$ cat src/rtl/regfile_pkg.sv
// Shared constants and helpers for the register file slice.
// The optional REGFILE_BYPASS_EN write-to-read forwarding lives in regfile_sb.
package regfile_pkg;

    localparam int DEF_WIDTH = 32;
    localparam int DEF_NREG  = 16;
    localparam int DEF_NRD   = 3;

    function automatic int clog2(input int n);
        int r;
        r = 0;
        while ((1 << r) < n) r = r + 1;
        return r;
    endfunction

    // The highest architectural index is the PC slot; it has no storage.
    function automatic int pc_slot(input int nreg);
        return nreg - 1;
    endfunction

    localparam int R15_IDX = pc_slot(DEF_NREG);

endpackage

$ cat src/rtl/regfile_scoreboard.sv
// Pending-destination scoreboard: one busy bit per storage entry plus a
// registered population count of those bits.
module regfile_scoreboard
    import regfile_pkg::*;
#(
    parameter int NREG = DEF_NREG,
    localparam int AW  = clog2(NREG)
) (
    input  logic            clk,
    input  logic            rst_n,
    input  logic            we3,
    input  logic [AW-1:0]   a3,
    input  logic            issue,
    input  logic [AW-1:0]   issue_a,
    output logic [NREG-1:0] busy,
    output logic [AW:0]     pend_cnt
);

    localparam int PC = pc_slot(NREG);

    logic [NREG-1:0] busy_next;
    logic [AW:0]     cnt_next;

    // NOTE: every combinational output gets a default first so no path leaves it unassigned (no latch).
    always_comb begin
        busy_next = busy;
        cnt_next  = '0;
        if (we3 && (int'(a3) < PC))
            busy_next[a3] = 1'b0;
        // Applied after the clear so a same-cycle issue to the written register wins.
        if (issue && (int'(issue_a) < PC))
            busy_next[issue_a] = 1'b1;
        busy_next[PC] = 1'b0;
        for (int i = 0; i < NREG; i++)
            cnt_next = cnt_next + (AW + 1)'(busy_next[i]);
    end

    // NOTE: sequential state uses non-blocking assignments so all flops update together at the edge.
    always_ff @(posedge clk or negedge rst_n) begin
        if (!rst_n) begin
            busy     <= '0;
            pend_cnt <= '0;
        end else begin
            busy     <= busy_next;
            pend_cnt <= cnt_next;
        end
    end

endmodule

$ cat src/rtl/regfile_sb.sv
// Register file with PC slot, NRD combinational read ports and a busy scoreboard.
// Define REGFILE_BYPASS_EN to forward same-cycle write data to matching read ports.
module regfile_sb
    import regfile_pkg::*;
#(
    parameter int WIDTH = DEF_WIDTH,
    parameter int NREG  = DEF_NREG,
    parameter int NRD   = DEF_NRD,
    localparam int AW   = clog2(NREG)
) (
    input  logic               clk,
    input  logic               rst_n,
    input  logic [NRD*AW-1:0]  a_rd,
    input  logic [NRD-1:0]     re,
    output logic [NRD*WIDTH-1:0] rd,
    input  logic               we3,
    input  logic [AW-1:0]      a3,
    input  logic [WIDTH-1:0]   wd3,
    input  logic [WIDTH-1:0]   r15,
    input  logic               issue,
    input  logic [AW-1:0]      issue_a,
    output logic [NRD-1:0]     rd_busy,
    output logic               stall,
    output logic [AW:0]        pend_cnt
);

    localparam int PC = pc_slot(NREG);

    logic [WIDTH-1:0] mem [PC];
    logic [NREG-1:0]  busy;
    logic             wr_ok;

    assign wr_ok = we3 && (int'(a3) < PC);

    // NOTE: storage is cleared by the async reset so reads return 0 immediately after reset.
    always_ff @(posedge clk or negedge rst_n) begin
        if (!rst_n) begin
            for (int i = 0; i < PC; i++)
                mem[i] <= '0;
        end else if (wr_ok) begin
            mem[a3] <= wd3;
        end
    end

    regfile_scoreboard #(.NREG(NREG)) u_scoreboard (
        .clk      (clk),
        .rst_n    (rst_n),
        .we3      (we3),
        .a3       (a3),
        .issue    (issue),
        .issue_a  (issue_a),
        .busy     (busy),
        .pend_cnt (pend_cnt)
    );

    always_comb begin
        logic [AW-1:0] addr;
        addr    = '0;
        rd      = '0;
        rd_busy = '0;
        for (int k = 0; k < NRD; k++) begin
            addr = a_rd[k*AW +: AW];
            if (int'(addr) == PC) begin
                rd[k*WIDTH +: WIDTH] = r15;
            end else if (int'(addr) < PC) begin
                rd[k*WIDTH +: WIDTH] = mem[addr];
                rd_busy[k]           = busy[addr];
`ifdef REGFILE_BYPASS_EN
                // Reset gates forwarding so every output reads 0 while rst_n is low.
                if (rst_n && wr_ok && (addr == a3)) begin
                    rd[k*WIDTH +: WIDTH] = wd3;
                    if (!(issue && (issue_a == a3)))
                        rd_busy[k] = 1'b0;
                end
`endif
            end
        end
    end

    assign stall = |(re & rd_busy);

endmodule

$ cat config.mk
export PLATFORM = sky130hd
export DESIGN_NAME = regfile_sb
export DESIGN_NICKNAME = d
export VERILOG_FILES = /design/src/rtl/regfile_pkg.sv /design/src/rtl/regfile_scoreboard.sv /design/src/rtl/regfile_sb.sv
export SDC_FILE = /design/constraint.sdc
export NUM_CORES = 1
export LEC_CHECK = 0
export CAP_MARGIN = 10
export CELL_PAD_IN_SITES_DETAIL_PLACEMENT = 1
export CELL_PAD_IN_SITES_GLOBAL_PLACEMENT = 1
export CORE_MARGIN = 1
export CORE_UTILIZATION = 55
export CTS_BUF_LIST = sky130_fd_sc_hd__clkbuf_16
export DETAILED_ROUTE_END_ITERATION = 12
export HOLD_SLACK_MARGIN = 0.02
export PLACE_DENSITY = 0.95
export SETUP_SLACK_MARGIN = 0.5
export SYNTH_ARGS = -nofsm -noshare
export SYNTH_HDL_FRONTEND = slang
export SYNTH_SLANG_ARGS = --single-unit
export TNS_END_PERCENT = 1
$ cat constraint.sdc
create_clock -name clk -period 6.4 [get_ports clk]
set_clock_uncertainty 0.2 [all_clocks]
set_input_delay 0.64 -clock clk [delete_from_list [all_inputs] [get_ports clk]]
set_output_delay 0.64 -clock clk [all_outputs]
set_load 0.02 [all_outputs]
* Yosys cells after proc, flatten, opt, wreduce, memory -nomap -nowiden *
Index checks and enable logic that the tools add are counted.

operators by class
  add/sub/neg operators = 14
  magnitude comparators = 17
  equal/unequal tests = 3
  muxes and demuxes = 36
  bitwise operators = 8
  reduce and logical (&&, ||, !) cells = 6

operators with widths
  kind                count
  $bwmux 480          1
  $mux 32             13
  $bmux 32 s4         3
  $demux 32 s4        1
  $add 5x1->5         13
  $mux 15             2
  $lt 4x5->1 const B  5
  $ge 5x5->1 const B  4
  $lt 4x4->1 const B  5
  $not 4->5           4
  $and 15x15->15      1
  $not 15->15         1
  $or 15x15->15       1
  $bmux 1 s4          3
  $eq 4x1->1 const B  3
  $mux 1              11
  $demux 1 s4         2
  $ge 4x1->1 const B  2
  $logic_and 1x1->1   5
  $lt 5x1->1 const B  1
  $and 3x3->3         1
  $reduce_or 3->1     1
  $add 1x1->2         1

storage, ports and cells
  flip-flop bits (word level) = 500
  input bits = 91
  output and inout bits = 105

* Logic depth before layout (Yosys ltp) *
Gate-level depths: netlist of run 1.

  depth in word-level cells = 23
  gate-level depth with buffers = 18

* Hierarchy *
Synthesis of run 1 repeated with hierarchy kept, for this count alone.

second synthesis, totals
  cells, all modules = 2,280
  area, all modules = 31,720.4 um2

modules (own cells, without submodules)
  module              instances  cells each  area an instance (um2)
  regfile_sb          1          2,181       30,640.6
  regfile_scoreboard  1          99          1,079.8

* Least setup slack after synthesis of run 1 *
No wires, ideal clock.

  kind = input to register
  from = input port a3[1]
  to = register u_scoreboard.pend_cnt[4]
  library setup time = 0.119 ns
  arrival = 4.716 ns
  slack = 1.364 ns
  stages = 16
  buffers on the path = 2
  cells stage by stage = nand3b_1 -> nand2b_1 -> clkbuf_1 -> clkbuf_1 -> a32o_1 -> ha_1 -> inv_1 -> fa_1 -> fa_1 -> inv_1 -> fa_1 -> fa_1 -> ha_1 -> fa_1 -> a21oi_1 -> nor2b_1

on the way
  cells in the longest elaborated chain, start to end = 23

RTL lines
  what                                                            RTL line                  text
  start, declared                                                 regfile_sb.sv:17          input logic [AW-1:0] a3,
  $lt 4x5->1 (implied by the code) or $ge 4x1->1 (tied branches)  regfile_scoreboard.sv:29  busy_next[a3] = 1'b0;
  $logic_and 1x1->1 (implied by the code)                         regfile_scoreboard.sv:29
  $mux 1 (implied by the code)                                    regfile_scoreboard.sv:29
  $demux 1 s4                                                     --
  $not 15->15 (no line)                                           --
  $and 15x15->15 (no line)                                        --
  $mux 15 *                                                       regfile_scoreboard.sv:28  if (we3 && (int'(a3) < PC))
  $or 15x15->15 (no line)                                         --
  $mux 15 *                                                       regfile_scoreboard.sv:31  if (issue && (int'(issue_a) < PC))
  net u_scoreboard.busy_next[1]                                   regfile_scoreboard.sv:21  logic [NREG-1:0] busy_next;
  $add 1x1->2 *                                                   regfile_scoreboard.sv:35  cnt_next = cnt_next + (AW + 1)'(busy_next[i]);
  $add 5x1->5 * (13 in a row)                                     regfile_scoreboard.sv:35
  net u_scoreboard.cnt_next[4]                                    regfile_scoreboard.sv:22  logic [AW:0] cnt_next;
  end signal, assigned                                            regfile_scoreboard.sv:45  pend_cnt <= cnt_next;
  end, declared                                                   regfile_scoreboard.sv:16  output logic [AW:0] pend_cnt

The timed path passes the listed nets; every way through them passes the cells marked *.
A chain may end at the register's enable or synchronous reset.

* Worst setup path in the final report of run 1 *
  from = input port a_rd[1]
  to = output port rd[0]

on the way
  cells in the longest elaborated chain, start to end = 6

RTL lines
  what                                        RTL line          text
  start, declared                             regfile_sb.sv:13  input logic [NRD*AW-1:0] a_rd,
  $not 4->5 (implied by the code)             regfile_sb.sv:66  rd[k*WIDTH +: WIDTH] = mem[addr];
  $bmux 32 s4                                 regfile_sb.sv:66
  $mux 32 (implied by the code) (2 in a row)  regfile_sb.sv:66
  $mux 32                                     regfile_sb.sv:65  end else if (int'(addr) < PC) begin
  $mux 32 *                                   regfile_sb.sv:63  if (int'(addr) == PC) begin
  end, declared                               regfile_sb.sv:15  output logic [NRD*WIDTH-1:0] rd,

Every way passes the cells marked *; elsewhere a longest branch is shown, timed or not. The select of a mux whose other input is x is not followed.

==> flow_metrics.env, run 1 <==
export IMPL_std_cell_rows=87
export IMPL_max_vdd_ir_drop_v=0.0002331
export IMPL_period_needed_ns=5.308
export IMPL_cts_resized=0
export IMPL_worstRegToRegCells=12
export IMPL_via_per_inst=7.934
export IMPL_grt_pass1_vias=27960
export IMPL_synth_most_common_cell="dfrtp_1"
export IMPL_synth_edf_count=0
export IMPL_synth_cell_types=51
export IMPL_path_max_fanout=52
export IMPL_async_flop_share_pct=100.0
export IMPL_crit_type="input port to primary output"
export IMPL_grt_total_usage_pct=43.26
export IMPL_firstDrtPassIters=5
export IMPL_vias=25220
export IMPL_fp_coreArea_um2=56710
export IMPL_drc=0
export IMPL_setup_violations=0
export IMPL_dp_hpwl_um=68960
export IMPL_grt_overflow=0
export IMPL_yosysTopAreaCell="dfrtp_1"
export IMPL_final_core_util_pct=63.21
export IMPL_cp_arrival_ns=4.47
export IMPL_flow_area_growth_from_synthesis_pct=12.96
export IMPL_slew_headroom_pct=5.214
export IMPL_fill_cells=5116
export IMPL_start_util_pct=55.96
export IMPL_finish_net_count=2476
export IMPL_synth_ff_latch_count=500
export IMPL_io_pin_count=196
export IMPL_finalHoldViolCount=0
export IMPL_fmax_mhz=188.4
export IMPL_ant_nets=0
export IMPL_min_path_cells=1
export IMPL_die_w_um=242.2
export IMPL_syn_area_per_cell_um2=13.71
export IMPL_seq_area_frac_synth_pct=39.43
export IMPL_fin_tns_setup_ns=0
export IMPL_tightest_slew_ns=1.418
export IMPL_insertion_delay_ns=0.64
export IMPL_hp_class="register to register"
export IMPL_clk_pin_slew_ns=0.06
export IMPL_die_h_um=242.2
export IMPL_reg2reg_slack_ns=2.10
export IMPL_place_congestion=0.8621
export IMPL_port_buffers=195
export IMPL_power_leakage_nw=14.30
export IMPL_drt_initial_drc_count=3093
export IMPL_syn_nets=2421
export IMPL_cap_violations=0
export IMPL_synthTopCellsByArea="dfrtp_1 39%, mux4_2 23%, mux2_2 17%"
export IMPL_drive_above_1_share_pct=40.17
export IMPL_root_buffer="clkbuf_16"
export IMPL_holdPathEnd="mem[273]"
export IMPL_synth_area_um2=31740
export IMPL_grt_max_degree=177
export IMPL_synth_commonest_cells="500 x dfrtp_1, 489 x mux2_2, 319 x mux4_2"
export IMPL_rsz0062_at_grt="false"
export IMPL_post_cts_setup_buffers=0
export IMPL_crit_path_start_kind="input port"
export IMPL_h_tree_depth=2
export IMPL_cts_buffer_depth=3
export IMPL_antenna_found_initial=12
export IMPL_synth_top_area_share_pct=39.43
export IMPL_post_route_period_util_pct=82.94
export IMPL_reg2reg_from="u_scoreboard.busy[1]"
export IMPL_synthFlopType="dfrtp_1"
export IMPL_finalWirelength_um=126900
export IMPL_status="completed"
export IMPL_cts_tree="yes"
export IMPL_wire_per_inst_um=39.93
export IMPL_clock_sinks=500
export IMPL_die_area_um2=58670
export IMPL_numCtsBuffers=56
export IMPL_yosys_warnings=0
export IMPL_endpoint_kind="primary output"
export IMPL_min_from="mem[273]"
export IMPL_required_ns=5.56
export IMPL_report_final_slew_viol_count=0
export IMPL_grt_first_pass_wirelength_um=187800
export IMPL_power_density_nw_per_um2=347.2
export IMPL_reg2reg_to="u_scoreboard.pend_cnt[4]"
export IMPL_postSynthCellCount=2315
export IMPL_fin_hold_ws_ns=0.3568
==> final cells by class <==
type	count	area [um2]	area share (%)
diodes	7	17.52	0.04886
clock buffers	57	1426	3.979
clock inverters	46	440.4	1.229
inverters	40	150.1	0.4188
multi-input cells	1529	18010	50.23
flip-flops and latches	500	12510	34.90
well taps	756	945.9	2.639
repair buffers	243	2350	6.555
==> critical path: stages <==
cell             delay (ns)
buf_6                  0.51
buf_4                  0.84
mux2i_1                0.31
o221ai_1               0.37
o21ai_0                0.25
a311oi_1               0.77
clkdlybuf4s50_1        0.74
==> worst max path at each step <==
stage,from,end,slack (ns),cells past startpoint
5_1_grt,a_rd[1],rd[0],1.10,7
2_1_floorplan,a3[1],u_scoreboard.pend_cnt[4],1.36,16
4_1_cts,a3[0],u_scoreboard.pend_cnt[4],1.29,13
3_5_place_dp,a3[0],u_scoreboard.pend_cnt[4],0.66,13
3_3_place_gp,a3[0],u_scoreboard.pend_cnt[4],0.87,13
6_report,a_rd[1],rd[0],1.09,7
==> sequential cells by signal (all words and copies together) (netlist names) <==
signal,flops
mem,480
u_scoreboard.busy,15
u_scoreboard.pend_cnt,5
==> report_power, final <==
group	switching [mW]	total [mW]	internal [mW]
registers	0.920	4.84	3.92
clock network	1.46	3.43	1.97
logic	1.94	4.17	2.23
==> per-stage QoR <==
step | std cells | setup slack [ns] | power (mW) | area, um2
after global placement | 3067 | 0.8747 | 8.204 | 33950
after floorplan | 2315 | 1.364 | 7.240 | 31740
final | 3178 | 1.092 | 12.45 | 35850
after detailed placement | 3067 | 0.6556 | 8.732 | 33950
after global routing | 3174 | 1.102 | 12.79 | 35840
after CTS | 3171 | 1.292 | 12.31 | 35830
==> routing by layer <==
metal	wire length, um	vias up	track usage (%)
met5	64	-	0
met4	10470	12	31.57
met3	16320	815	14.94
met2	58460	2265	66.14
met1	41590	12930	50.95
li1	-	9197	-
==> cell usage in the layout, fill, tap and decap left out, types with 11 or more instances in the layout <==
| master | count |
|---|---|
| clkdlybuf4s50_1 | 182 |
| a311oi_1 | 13 |
| buf_4 | 47 |
| dfrtp_1 | 500 |
| inv_1 | 49 |
| clkinv_1 | 12 |
| nand2_1 | 59 |
| a211oi_1 | 76 |
| nor2b_1 | 82 |
| o22ai_1 | 11 |
| mux2_2 | 489 |
| nor2_1 | 50 |
| o21ai_0 | 57 |
| mux4_2 | 319 |
| o22a_1 | 15 |
| o21a_1 | 27 |
| clkinv_2 | 12 |
| o221ai_1 | 48 |
| clkbuf_16 | 57 |
| a2bb2oi_1 | 13 |
| o2bb2ai_1 | 38 |
| mux2i_1 | 119 |
| nor3_1 | 32 |
==> cell families (layout without fill, tap and decap cells) <==
family	Yosys count	after routing	synth area share (%)
muxes	927	927	43.74
xor gates and xnor gates	2	2	0.05521
other	0	7	0
AOI/OAI and AO/OA	316	316	7.511
buffers and inverters	286	386	4.155
adders and majority gates	15	15	0.8043
DFF	500	500	39.43
and+or+nand+nor	269	269	4.305
==> repair_timing <==
action,4_1_cts,5_1_grt
setup endpoints to repair,0,0
hold endpoints to repair,87,0
hold buffers,1,0
No activity file was read; power rests on OpenSTA's default activity.
==> inputs of run 2 (changes only) <==
Settings changed: CORE_UTILIZATION 55 to 46, PLACE_DENSITY 0.95 to 0.86.
Clock period 6.4 ns to 4.3 ns, I/O delays scaled along.
==> run 2 against run 1 <==
Effect of this change: largest power group unchanged; critical path type is now register to register; via count decreased by 5.0%; largest cell class unchanged; sequential power increased by 44%; die area increased by 19%.
==> flow_metrics.env, run 2 (synthesis results as in run 1) <==
export IMPL_fin_tns_setup_ns=0
export IMPL_crit_path_start_kind="register"
export IMPL_status="completed"
export IMPL_port_buffers=195
export IMPL_setup_violations=0
export IMPL_slew_headroom_pct=38.86
export IMPL_finalWirelength_um=116300
export IMPL_wire_per_inst_um=34.61
export IMPL_max_stage_delay_ns=0.55
export IMPL_die_area_um2=70040
export IMPL_endpoint_kind="register"
export IMPL_drive_above_1_share_pct=42.12
export IMPL_dp_worst_setup_slack_ns=-0.6802
export IMPL_clock_sinks=500
export IMPL_dp_hpwl_um=69100
export IMPL_drc=0
export IMPL_final_cell_mix="500 x dfrtp_1, 489 x mux2_2, 319 x mux4_2"
export IMPL_clk_pin_slew_ns=0.06
export IMPL_cp_cell_sequence="a32o_2 > ha_4 > inv_2 > fa_1 > fa_1 > inv_2 > fa_1 > fa_1 > ha_2 > fa_2 > a21oi_2 > nor2b_1"
export IMPL_period_needed_ns=3.982
export IMPL_worst_slack_ns=0.3176
export IMPL_tightest_slew_ns=0.9171
export IMPL_ant_nets=0
export IMPL_die_w_um=264.7
export IMPL_top_regs="mem: 480 flops, u_scoreboard.busy: 15 flops, u_scoreboard.pend_cnt: 5 flops"
export IMPL_crit_type="register to register"
export IMPL_required_ns=4.61
export IMPL_final_common_cell="dfrtp_1"
export IMPL_numCtsBuffers=56
export IMPL_fmax_mhz=251.1
export IMPL_cts_buffer_depth=3
export IMPL_firstDrtPassIters=5
export IMPL_multi_input_area_um2=18060
export IMPL_grt_first_pass_wirelength_um=175300
export IMPL_fill_cells=6512
export IMPL_largest_reg_flops=480
export IMPL_power_density_nw_per_um2=483.1
export IMPL_fin_hold_ws_ns=0.04034
export IMPL_rsz0062_at_grt="true"
export IMPL_cpMostUsedCell="fa_1"
export IMPL_critPathTopFamily="adder cells"
export IMPL_fp_coreArea_um2=67750
export IMPL_grt_max_degree=127
export IMPL_grt_total_usage_pct=33.68
export IMPL_regMostFlops="mem"
export IMPL_max_vdd_ir_drop_v=0.0003768
export IMPL_path_max_fanout=2
export IMPL_root_buffer="clkbuf_16"
export IMPL_io_pin_count=196
export IMPL_post_route_period_util_pct=92.61
export IMPL_path_buf_inv=2
export IMPL_die_h_um=264.7
export IMPL_via_per_inst=7.124
export IMPL_flow_area_growth_from_synthesis_pct=15.38
export IMPL_finalHoldViolCount=0
export IMPL_std_cell_rows=95
export IMPL_grt_pass1_vias=26470
export IMPL_hp_class="input port to register"
export IMPL_place_congestion=0.8679
export IMPL_report_final_slew_viol_count=0
export IMPL_h_tree_depth=2
export IMPL_insertion_delay_ns=0.62
export IMPL_cap_violations=0
export IMPL_cp_arrival_ns=4.30
export IMPL_antenna_found_initial=7
export IMPL_vias=23950
export IMPL_start_util_pct=46.84
export IMPL_power_leakage_nw=14.70
export IMPL_drt_initial_drc_count=2389
export IMPL_grt_overflow=0
export IMPL_cts_tree="yes"
export IMPL_finish_net_count=2555
export IMPL_cp_slowest_cell="fa_1"
export IMPL_register_area_um2=12510
-- run 2: path summary, 6_finish.rpt --
check / from / to / slack [ns] / depth (start not counted)
min in group asynchronous: rst_n / mem[106] / 0.16 / 2
worst max register to register: u_scoreboard.busy[1] / u_scoreboard.pend_cnt[4] / 0.32 / 12
worst max-delay path: u_scoreboard.busy[1] / u_scoreboard.pend_cnt[4] / 0.32 / 12
worst min register to register: u_scoreboard.busy[0] / u_scoreboard.busy[0] / 0.34 / 1
worst min-delay path: a3[1] / u_scoreboard.busy[0] / 0.04 / 4
max in group asynchronous: rst_n / mem[405] / 2.56 / 3
-- run 2: where the power goes --
group,internal [mW],switching (mW),leakage [nW]
combinational,3.51,2.73,7.73
clock,2.42,2.04,0.850
sequential,5.84,1.15,6.12
total,11.8,5.92,14.7
-- run 2: area by class of cell --
type,count,area share [%]
Antenna cell,1,0.006834
Clock buffer,57,3.895
Clock inverter,40,0.5057
Inverter,40,0.4100
Multi-Input combinational cell,1529,49.33
Sequential cell,500,34.17
Tap cell,873,2.983
Timing Repair Buffer,322,8.703
-- run 2: worst min-delay path: stages --
cell	delay (ns)
buf_2	0.14
nor3b_4	0.06
nand2_2	0.07
a22o_4	0.13
-- run 2: repair_timing --
item	CTS	global route
setup endpoints to repair	5	5
hold buffers	1	0
hold endpoints to repair	62	0
buffers inserted	6	2
pin swaps	11	12
resized for setup	19	11
-- run 2: stage by stage --
stage               util [%]  std cells  area, um2  total power [mW]
global placement       51.52       3255      34910             12.48
finish                 54.05       3362      36620             17.69
CTS                    54.02       3359      36600             17.63
detailed placement     51.52       3255      34910             13.05
global route           54.05       3362      36620             18.42
floorplan                  -       2315      31780             10.81
-- run 2: per-layer routing --
metal	GRT usage, %	vias to the layer above	routed length (um)
li1	-	9330	-
met1	43.07	12720	43470
met2	53.61	1434	55540
met3	7.320	461	10390
met4	18.53	12	6869
met5	0	-	79
